--- config.mk ---
export PLATFORM = sky130hd
export DESIGN_NAME = ps2_host_tx_flat
export DESIGN_NICKNAME = d
export VERILOG_FILES = /design/src/rtl/ps2_host_tx_if.sv /design/src/rtl/ps2_host_tx.sv /design/src/flat_wrapper.sv
export SDC_FILE = /design/constraint.sdc
export NUM_CORES = 1
export LEC_CHECK = 0
export ABC_AREA = 1
export ABC_CLOCK_PERIOD_IN_PS = 1700
export CAP_MARGIN = 20
export CELL_PAD_IN_SITES_DETAIL_PLACEMENT = 1
export CELL_PAD_IN_SITES_GLOBAL_PLACEMENT = 1
export CORE_ASPECT_RATIO = 1.5
export CORE_MARGIN = 4
export CORE_UTILIZATION = 25
export CTS_CLUSTER_SIZE = 12
export DETAILED_ROUTE_END_ITERATION = 12
export PLACE_DENSITY_LB_ADDON = 0.2
export SLEW_MARGIN = 20
export SYNTH_ARGS = -nofsm -noshare
export SYNTH_HDL_FRONTEND = slang
export SYNTH_SLANG_ARGS = --single-unit
--- constraint.sdc ---
create_clock -name clk -period 1.7 [get_ports clk]
set_clock_uncertainty 0.15 [all_clocks]
set_input_delay 0.17 -clock clk [delete_from_list [all_inputs] [get_ports clk]]
set_output_delay 0.17 -clock clk [all_outputs]
set_load 0.1 [all_outputs]
--- src/rtl/ps2_host_tx_if.sv ---
// PS/2 host transmitter bus bundle: command handshake, pad enables/inputs and
// transfer status. The slave modport is the transmitter; the master modport is
// the surrounding logic (command source plus pad wiring).
interface ps2_host_tx_if;
    logic       tx_valid;
    logic [7:0] tx_data;
    logic       tx_ready;
    logic       ps2_clk_i;
    logic       ps2_data_i;
    logic       ps2_clk_oe;
    logic       ps2_data_oe;
    logic       busy;
    logic       done;
    logic       ack_err;
    logic       timeout_err;

    modport master (
        output tx_valid, tx_data, ps2_clk_i, ps2_data_i,
        input  tx_ready, ps2_clk_oe, ps2_data_oe, busy, done, ack_err, timeout_err
    );

    modport slave (
        input  tx_valid, tx_data, ps2_clk_i, ps2_data_i,
        output tx_ready, ps2_clk_oe, ps2_data_oe, busy, done, ack_err, timeout_err
    );
endinterface

--- src/rtl/ps2_host_tx.sv ---
// PS/2 host-to-device transmitter. Inhibits the device clock, issues the
// request-to-send start bit, shifts out data + odd parity + stop on the
// device's clock falling edges, then samples the device ACK bit. Pad enables
// are active-high pull-low requests; tristates live at the top level.
module ps2_host_tx #(
    parameter int INHIBIT_CYCLES = 10000,
    parameter int TIMEOUT_CYCLES = 1500000
) (
    input  logic         clk,
    input  logic         rst,
    ps2_host_tx_if.slave bus
);

    localparam int CNT_MAX = (INHIBIT_CYCLES > TIMEOUT_CYCLES) ? INHIBIT_CYCLES : TIMEOUT_CYCLES;
    localparam int CNT_W   = $clog2(CNT_MAX + 1);
    localparam logic [CNT_W-1:0] INH_LAST = CNT_W'(INHIBIT_CYCLES - 1);
    localparam logic [CNT_W-1:0] TO_LAST  = CNT_W'(TIMEOUT_CYCLES - 1);
    localparam logic [CNT_W-1:0] CNT_ONE  = CNT_W'(1);

    typedef enum logic [2:0] {
        S_IDLE,
        S_INHIBIT,
        S_REQ,
        S_XFER,
        S_ACK
    } state_t;

    state_t           r_state;
    logic [CNT_W-1:0] r_cnt;
    logic [3:0]       r_idx;
    logic [8:0]       r_shift;
    logic             r_clk_oe;
    logic             r_data_oe;
    logic             r_done;
    logic             r_ack_err;
    logic             r_timeout_err;

    logic             r_clk_s1;
    logic             r_clk_s2;
    logic             r_clk_s3;
    logic             r_dat_s1;
    logic             r_dat_s2;

    state_t           w_state_nxt;
    logic [CNT_W-1:0] w_cnt_nxt;
    logic [3:0]       w_idx_nxt;
    logic [8:0]       w_shift_nxt;
    logic             w_clk_oe_nxt;
    logic             w_data_oe_nxt;
    logic             w_done_nxt;
    logic             w_ack_err_nxt;
    logic             w_timeout_err_nxt;
    logic             w_fe;

    // Two-flop synchronisers for both pads, plus a delayed copy of the clock
    // for falling-edge detection. Idle bus level is high.
    always_ff @(posedge clk or negedge rst) begin
        if (!rst) begin
            r_clk_s1 <= 1'b1;
            r_clk_s2 <= 1'b1;
            r_clk_s3 <= 1'b1;
            r_dat_s1 <= 1'b1;
            r_dat_s2 <= 1'b1;
        end else begin
            r_clk_s1 <= bus.ps2_clk_i;
            r_clk_s2 <= r_clk_s1;
            r_clk_s3 <= r_clk_s2;
            r_dat_s1 <= bus.ps2_data_i;
            r_dat_s2 <= r_dat_s1;
        end
    end

    assign w_fe = r_clk_s3 & ~r_clk_s2;

    // State, counters, shift register, registered pad enables and status pulses.
    always_ff @(posedge clk or negedge rst) begin
        if (!rst) begin
            r_state       <= S_IDLE;
            r_cnt         <= '0;
            r_idx         <= '0;
            r_shift       <= '0;
            r_clk_oe      <= 1'b0;
            r_data_oe     <= 1'b0;
            r_done        <= 1'b0;
            r_ack_err     <= 1'b0;
            r_timeout_err <= 1'b0;
        end else begin
            r_state       <= w_state_nxt;
            r_cnt         <= w_cnt_nxt;
            r_idx         <= w_idx_nxt;
            r_shift       <= w_shift_nxt;
            r_clk_oe      <= w_clk_oe_nxt;
            r_data_oe     <= w_data_oe_nxt;
            r_done        <= w_done_nxt;
            r_ack_err     <= w_ack_err_nxt;
            r_timeout_err <= w_timeout_err_nxt;
        end
    end

    // Next-state logic. The cycle counter serves the inhibit period and then
    // the edge timeout; in XFER/ACK it holds the number of cycles since the
    // last edge (or REQ), counting that cycle as 1, so the timeout pulse lands
    // exactly TIMEOUT_CYCLES after it. A falling edge always beats the timeout.
    always_comb begin
        w_state_nxt       = r_state;
        w_cnt_nxt         = r_cnt;
        w_idx_nxt         = r_idx;
        w_shift_nxt       = r_shift;
        w_clk_oe_nxt      = r_clk_oe;
        w_data_oe_nxt     = r_data_oe;
        w_done_nxt        = 1'b0;
        w_ack_err_nxt     = 1'b0;
        w_timeout_err_nxt = 1'b0;

        case (r_state)
            S_IDLE: begin
                w_clk_oe_nxt  = 1'b0;
                w_data_oe_nxt = 1'b0;
                if (bus.tx_valid) begin
                    w_state_nxt  = S_INHIBIT;
                    w_cnt_nxt    = '0;
                    w_shift_nxt  = {~^bus.tx_data, bus.tx_data};
                    w_clk_oe_nxt = 1'b1;
                end
            end

            S_INHIBIT: begin
                if (r_cnt == INH_LAST) begin
                    w_state_nxt   = S_REQ;
                    w_cnt_nxt     = '0;
                    w_clk_oe_nxt  = 1'b0;
                    w_data_oe_nxt = 1'b1;
                end else begin
                    w_cnt_nxt = r_cnt + CNT_ONE;
                end
            end

            S_REQ: begin
                w_state_nxt = S_XFER;
                w_cnt_nxt   = CNT_ONE;
                w_idx_nxt   = '0;
            end

            S_XFER: begin
                if (w_fe) begin
                    w_cnt_nxt = CNT_ONE;
                    w_idx_nxt = r_idx + 4'd1;
                    if (r_idx == 4'd9) begin
                        // Tenth edge: stop bit, line released, await ACK.
                        w_data_oe_nxt = 1'b0;
                        w_state_nxt   = S_ACK;
                    end else begin
                        // Edges 1..9: data LSB first, then parity.
                        w_data_oe_nxt = ~r_shift[0];
                        w_shift_nxt   = {1'b0, r_shift[8:1]};
                    end
                end else if (r_cnt == TO_LAST) begin
                    w_state_nxt       = S_IDLE;
                    w_clk_oe_nxt      = 1'b0;
                    w_data_oe_nxt     = 1'b0;
                    w_timeout_err_nxt = 1'b1;
                end else begin
                    w_cnt_nxt = r_cnt + CNT_ONE;
                end
            end

            S_ACK: begin
                if (w_fe) begin
                    w_state_nxt   = S_IDLE;
                    w_clk_oe_nxt  = 1'b0;
                    w_data_oe_nxt = 1'b0;
                    w_done_nxt    = ~r_dat_s2;
                    w_ack_err_nxt = r_dat_s2;
                end else if (r_cnt == TO_LAST) begin
                    w_state_nxt       = S_IDLE;
                    w_clk_oe_nxt      = 1'b0;
                    w_data_oe_nxt     = 1'b0;
                    w_timeout_err_nxt = 1'b1;
                end else begin
                    w_cnt_nxt = r_cnt + CNT_ONE;
                end
            end

            default: begin
                w_state_nxt   = S_IDLE;
                w_clk_oe_nxt  = 1'b0;
                w_data_oe_nxt = 1'b0;
            end
        endcase
    end

    assign bus.tx_ready    = (r_state == S_IDLE);
    assign bus.busy        = (r_state != S_IDLE);
    assign bus.ps2_clk_oe  = r_clk_oe;
    assign bus.ps2_data_oe = r_data_oe;
    assign bus.done        = r_done;
    assign bus.ack_err     = r_ack_err;
    assign bus.timeout_err = r_timeout_err;

endmodule

--- src/flat_wrapper.sv ---
// flat-port wrapper written by rule: the top's interface ports become plain ports
module ps2_host_tx_flat 
#(
    parameter int INHIBIT_CYCLES = 10000,
    parameter int TIMEOUT_CYCLES = 1500000
)
  (clk, rst, bus_tx_valid, bus_tx_data, bus_ps2_clk_i, bus_ps2_data_i, bus_tx_ready, bus_ps2_clk_oe, bus_ps2_data_oe, bus_busy, bus_done, bus_ack_err, bus_timeout_err);
  ps2_host_tx_if bus_i ();
  input  logic clk;
  input  logic rst;
  input wire logic [$bits(bus_i.tx_valid)-1:0] bus_tx_valid;
  input wire logic [$bits(bus_i.tx_data)-1:0] bus_tx_data;
  input wire logic [$bits(bus_i.ps2_clk_i)-1:0] bus_ps2_clk_i;
  input wire logic [$bits(bus_i.ps2_data_i)-1:0] bus_ps2_data_i;
  output wire logic [$bits(bus_i.tx_ready)-1:0] bus_tx_ready;
  output wire logic [$bits(bus_i.ps2_clk_oe)-1:0] bus_ps2_clk_oe;
  output wire logic [$bits(bus_i.ps2_data_oe)-1:0] bus_ps2_data_oe;
  output wire logic [$bits(bus_i.busy)-1:0] bus_busy;
  output wire logic [$bits(bus_i.done)-1:0] bus_done;
  output wire logic [$bits(bus_i.ack_err)-1:0] bus_ack_err;
  output wire logic [$bits(bus_i.timeout_err)-1:0] bus_timeout_err;
  assign bus_i.tx_valid = bus_tx_valid;
  assign bus_i.tx_data = bus_tx_data;
  assign bus_i.ps2_clk_i = bus_ps2_clk_i;
  assign bus_i.ps2_data_i = bus_ps2_data_i;
  assign bus_tx_ready = bus_i.tx_ready;
  assign bus_ps2_clk_oe = bus_i.ps2_clk_oe;
  assign bus_ps2_data_oe = bus_i.ps2_data_oe;
  assign bus_busy = bus_i.busy;
  assign bus_done = bus_i.done;
  assign bus_ack_err = bus_i.ack_err;
  assign bus_timeout_err = bus_i.timeout_err;
  ps2_host_tx #(.INHIBIT_CYCLES(INHIBIT_CYCLES), .TIMEOUT_CYCLES(TIMEOUT_CYCLES)) u_core (.clk(clk), .rst(rst), .bus(bus_i));
endmodule
### Word-level counts from Yosys, hierarchy flattened

Cells that the tools add are included.

* reduce and logical (&&, ||, !) cells: 13
* bitwise operators: 5
* add/subtract/negate cells: 2
* equal/unequal tests: 14
* div/mod/pow operators: 0
* multipliers: 0
* shift operators: 0
* multiplexer cells: 38
* magnitude comparators: 0

Operators by type and width (number)
* two-way mux 21 bit: 5
* one-hot mux 21 bit (5 select lines): 1
* two-way mux 9 bit: 3
* adder 21 x 1 -> 21 bit (second input constant): 1
* == test 21 x 14 -> 1 bit (second input constant): 1
* == test 21 bit (second input constant): 1
* two-way mux 3 bit: 6
* one-hot mux 9 bit (2 select lines): 1
* two-way mux 1 bit: 17
* one-hot mux 3 bit (5 select lines): 1
* AND reduction 3 bit: 3
* inequality test 2 bit (second input constant): 4
* one-hot mux 4 bit (2 select lines): 1
* XNOR reduction 8 bit: 1
* == test 3 x 2 -> 1 bit (second input constant): 2
* one-hot mux 1 bit (5 select lines): 1
* nonzero test 5 bit: 1
* adder 4 x 1 -> 4 bit (second input constant): 1
* == test 4 bit (second input constant): 1
* two-way mux 4 bit: 1
* inequality test 2 x 1 -> 1 bit (second input constant): 2
* inverter 1 bit: 4
* one-hot mux 1 bit (4 select lines): 1
* AND reduction 2 bit: 2
* 9 further kinds: 10

* memories kept: 0
* bits in latches: 0
* bits in registers: 47
* input port bits: 13
* RAM bits: 0
* logic and storage cells: 86
* memory bits (read-only): 0

### Logic depth before layout (Yosys ltp)

* word-level depth: 4
* depth in mapped cells: 12

### Worst setup path before layout

No wires, ideal clock.

* kind: reg-to-reg
* start: register u_core.r_state[0]
* end: register u_core.r_shift[6]
* data required time: 1.468 ns
* stages on the path, launching flop included: 11
* path slack: -0.784 ns
* arrival: 2.252 ns
* clock period less this slack: 2.484 ns
* cells stage by stage: dfrtp_1 > inv_2 > nand2_1 > nor2_4 > inv_2 > nand2_1 > o21ai_1 > nor2_4 > buf_6 > nor2_1 > a31oi_1

* word-level cells in the longest chain between the ends: 3
* elaborated cells on any way between the ends: 8
* classes of those cells: eq/ne: 4; mux: 1; reduce/logical: 3

Ends and longest elaborated chain
* start, declared: line ps2_host_tx.sv:28 `state_t r_state;`
* start signal, assigned: line ps2_host_tx.sv:88 `r_state <= w_state_nxt;`
* logical NOT 3 bit (*)
* via bus_tx_ready: line flat_wrapper.sv:15 `output wire logic [$bits(bus_i.tx_ready)-1:0] bus_tx_ready;`
* inequality test 2 bit (no line) / nonzero test 2 bit (equally long branches)
* AND reduction 4 bit (no line)
* end signal, assigned: line ps2_host_tx.sv:91 `r_shift <= w_shift_nxt;`
* end, declared: line ps2_host_tx.sv:31 `logic [8:0] r_shift;`

Mark *: on every way through the listed nets, which the timed path passes. The rest lies on a longest branch.
A chain may end at the register's enable or synchronous reset.

### Worst setup path in the final report

* start: register u_core.r_state[0]
* end: register u_core.r_shift[6]

* word-level cells in the longest chain between the ends: 3
* elaborated cells on any way between the ends: 8
* classes of those cells: eq/ne: 4; mux: 1; reduce/logical: 3

Ends and longest elaborated chain
* == test 3 x 2 -> 1 bit / logical NOT 3 bit (equally long branches): line ps2_host_tx.sv:115 `case (r_state)`
* inequality test 2 x 1 -> 1 bit (no line) (tied with other cells)
* AND reduction 4 bit (no line)

Parallel ways exist; a longest one is shown, timed or not.

==> summary.txt <==
Sequential fraction of the synthesis area = 40.3%
Worst-Margin Slew = 0.503 ns
Fmax achieved = 561 MHz
TritonCTS clock tree = built
Mapped Nets = 430
Area of the core = 11500 um^2
Relative slew slack = 66.5%
Initial core utilization = 25.6%
Vias in the first global route = 3662
CP required = 1.77 ns
Root buffer cell = clkbuf_16
CP Launch Type = register
Final count of negative-setup-slack endpoints = 29
Failing checks = negative setup slack
Final ANT Viol Nets = 0
Clk pin slew, worst setup/hold paths = 0.07 ns
Syn Std Cell Area = 2930 um^2
Post-synthesis cell count = 414
Outcome = complete, but fails checks
Share of cells above drive strength 1 = 50.2%
Overflow left after global routing = 0
Crit. End Element = register
Post-route cell area = 5250 um^2
Fin. Hold Viols = 0
Fin crit share = 105%
Synth-to-Final Area Change = 79.0%
Initial antenna violation count = 0
Horiz. Die Dim = 96.4 um
H-tree depth = 2
Std-Cell Rows = 48
Placement Cell Area = 4040 um^2
Gr usage total = 18.1%
Synth cell types = 31
Die area = 13600 um^2
Sink Count = 47
Layout Nets = 563
Ant diodes = 0
Synth warn = 0
WL final = 11900 um
Simple-gate area share of the yosys netlist = 39.9%
Max clock buf depth = 2
Max VDD drop = 1.34 mV
#FFs+latches synth = 47
Routed via count = 3361
First-pass GRT wire length = 18700 um
Max-slew violations = 0
Post-synthesis adder-cell area fraction = 1.28%
Post-DR vias/cell = 4.82
Main combinational cell family by area after synthesis = simple AND/OR/NAND/NOR gates
I/O pin count = 20
Num CTS Buffers = 5
RSZ-0062 raised after global routing = true
Synth Area in Compound Gates = 7.55%
DRT Pass-1 Iters = 4
Port buffer count = 19
Util after Layout = 45.7%
Crit path DAT = 1.85 ns
Minimum clock period = 1.78 ns
Gpl congestion = 0.855
# DRC = 0
Max FO, Critical Path = 8
Mux cell area share after synthesis = 0%
Final worst slack = -0.0833 ns
Wire length per cell = 17.0 um
Max Cap Viol = 0
Worst Hold Class = in -> reg
Worst-Skew Late Latency = 0.30 ns
Initial DRC Count = 89
Die Span Y = 141 um
Leakage = 0.00249 uW
Post-synthesis xor/xnor area fraction = 2.39%
Largest net degree at the start of global routing = 28
Detailed Place HPWL = 8310 um
Synth Area per Inst = 7.08 um^2
Crit Path Category = reg -> reg
Power per Cell Area = 1390 nW/um^2
-- cells by family after synthesis --
| family | after synthesis |
|---|---|
| and+or+nand+nor | 256 |
| adders and majority gates | 3 |
| xor gates and xnor gates | 8 |
| buffers and inverters | 60 |
| DFF | 47 |
| AOI/OAI and AO/OA | 40 |
-- where the power goes --
| group | total, uW | internal [uW] | switching [uW] |
|---|---|---|---|
| clock network | 1210 | 733 | 477 |
| logic | 4530 | 2090 | 2440 |
| registers | 1560 | 1340 | 219 |
-- routing by layer --
metal / global-route usage (%) / vias up / wire length [um]
li1: - / 1618 / -
met4: 7.69 / 0 / 532
met5: 0 / - / 0
met2: 35.7 / 52 / 7010
met1: 18.5 / 1663 / 4110
met3: 1.71 / 28 / 196
-- worst paths after layout --
path | cells after the start | to | start | slack [ns]
setup / recovery | 11 | u_core.r_shift[6] | u_core.r_state[0] | -0.08
hold / removal | 1 | u_core.r_clk_s1 | bus_ps2_clk_i | 0.13
setup reg to reg | 11 | u_core.r_shift[6] | u_core.r_state[0] | -0.08
hold reg to reg | 0 | u_core.r_dat_s2 | u_core.r_dat_s1 | 0.21
max in group asynchronous | 3 | u_core.r_cnt[12] | rst | 0.56
min in group asynchronous | 2 | u_core.r_shift[7] | rst | 0.28
-- cell usage in the layout, fill, tap and decap left out, drive strengths merged --
cell type      instances
o21ai                 17
a21oi                 11
clkdlybuf4s50         11
xnor2                  6
nand4                 22
or2                    3
o22ai                  1
a21boi                 1
dfrtp                 42
bufinv                 1
clkinv                 1
nor3                   4
clkbuf                 6
nor2                  53
nand2                126
nand3                 49
buf                  121
a31oi                  9
o21a                   1
inv                   52
ha                     3
dlygate4sd3            1
xor2                   2
dfstp                  5
-- state kept, by name (all words and copies together) (netlist names), 3 cells and up --
signal	count
u_core.r_cnt	21
u_core.r_idx	4
u_core.r_shift	9
u_core.r_state	3
-- cells in the mapped netlist --
| cell type | instances | share of area (%) |
|---|---|---|
| a21boi_0 | 1 | 0.26 |
| nand2_2 | 6 | 1.3 |
| a31oi_1 | 9 | 1.9 |
| o21ai_1 | 1 | 0.17 |
| or2_2 | 3 | 0.64 |
| nor3_4 | 1 | 0.55 |
| buf_4 | 1 | 0.26 |
| buf_6 | 2 | 0.77 |
| nor3_1 | 3 | 0.51 |
| o21ai_0 | 16 | 2.7 |
| dfrtp_1 | 42 | 36 |
| a21oi_2 | 1 | 0.30 |
| dfstp_2 | 5 | 4.5 |
| nor2_4 | 3 | 1.2 |
| a21oi_1 | 10 | 1.7 |
| nand4_1 | 22 | 4.7 |
| nand3_4 | 1 | 0.60 |
| nand3_1 | 46 | 7.9 |
| inv_2 | 5 | 0.64 |
| xor2_1 | 2 | 0.60 |
| inv_1 | 47 | 6.0 |
| nand3_2 | 2 | 0.68 |
| xnor2_1 | 6 | 1.8 |
| nand2_1 | 119 | 15 |
| o21a_1 | 1 | 0.26 |
| nor2_1 | 46 | 5.9 |
| ha_1 | 3 | 1.3 |
| nor2_2 | 4 | 0.85 |
| clkbuf_1 | 1 | 0.13 |
| buf_2 | 4 | 0.68 |
| o22ai_1 | 1 | 0.21 |
-- what timing repair did --
action                                  4_1_cts  5_1_grt
pin swaps                                    43       49
gates cloned                                  2        0
endpoints found under the setup margin       37       40
hold buffers                                  1        0
resized for setup                           125       75
hold endpoints to repair                     15        0
buffers inserted                             19       18
-- through the flow --
stage	std cells	power, uW	TNS [ns]	hold WS (ns)	setup WS [ns]
after global routing	698	7710	-4.46	0.122	-0.199
after CTS	684	6770	-0.937	0.122	-0.0709
after global placement	656	4680	-4.08	0.0218	-0.224
final	698	7300	-1.22	0.126	-0.0833
after detailed placement	656	4750	-6.35	0.0283	-0.313
after floorplan	414	3270	-14.02	-0.276	-0.570
-- critical path, stage by stage (launching register included) --
cell and delay, ns:
dfrtp_1 0.41, inv_2 0.09, nand2_2 0.08, nor2_4 0.13, buf_6 0.12, inv_8 0.03
nand2_4 0.06, o21ai_4 0.06, nor2_4 0.20, buf_12 0.18, nor2_4 0.04, a31oi_4 0.14
-- cell type report --
cell class              count  area (um^2)
clock buffers               6          139
clock inverters             2         35.0
fillers                  1349         6220
inverters                  52          223
multi-input cells         308         2150
flip-flops and latches     47         1190
well taps                 150          188
repair buffers            133         1320
(Power assumes the default switching activity.)
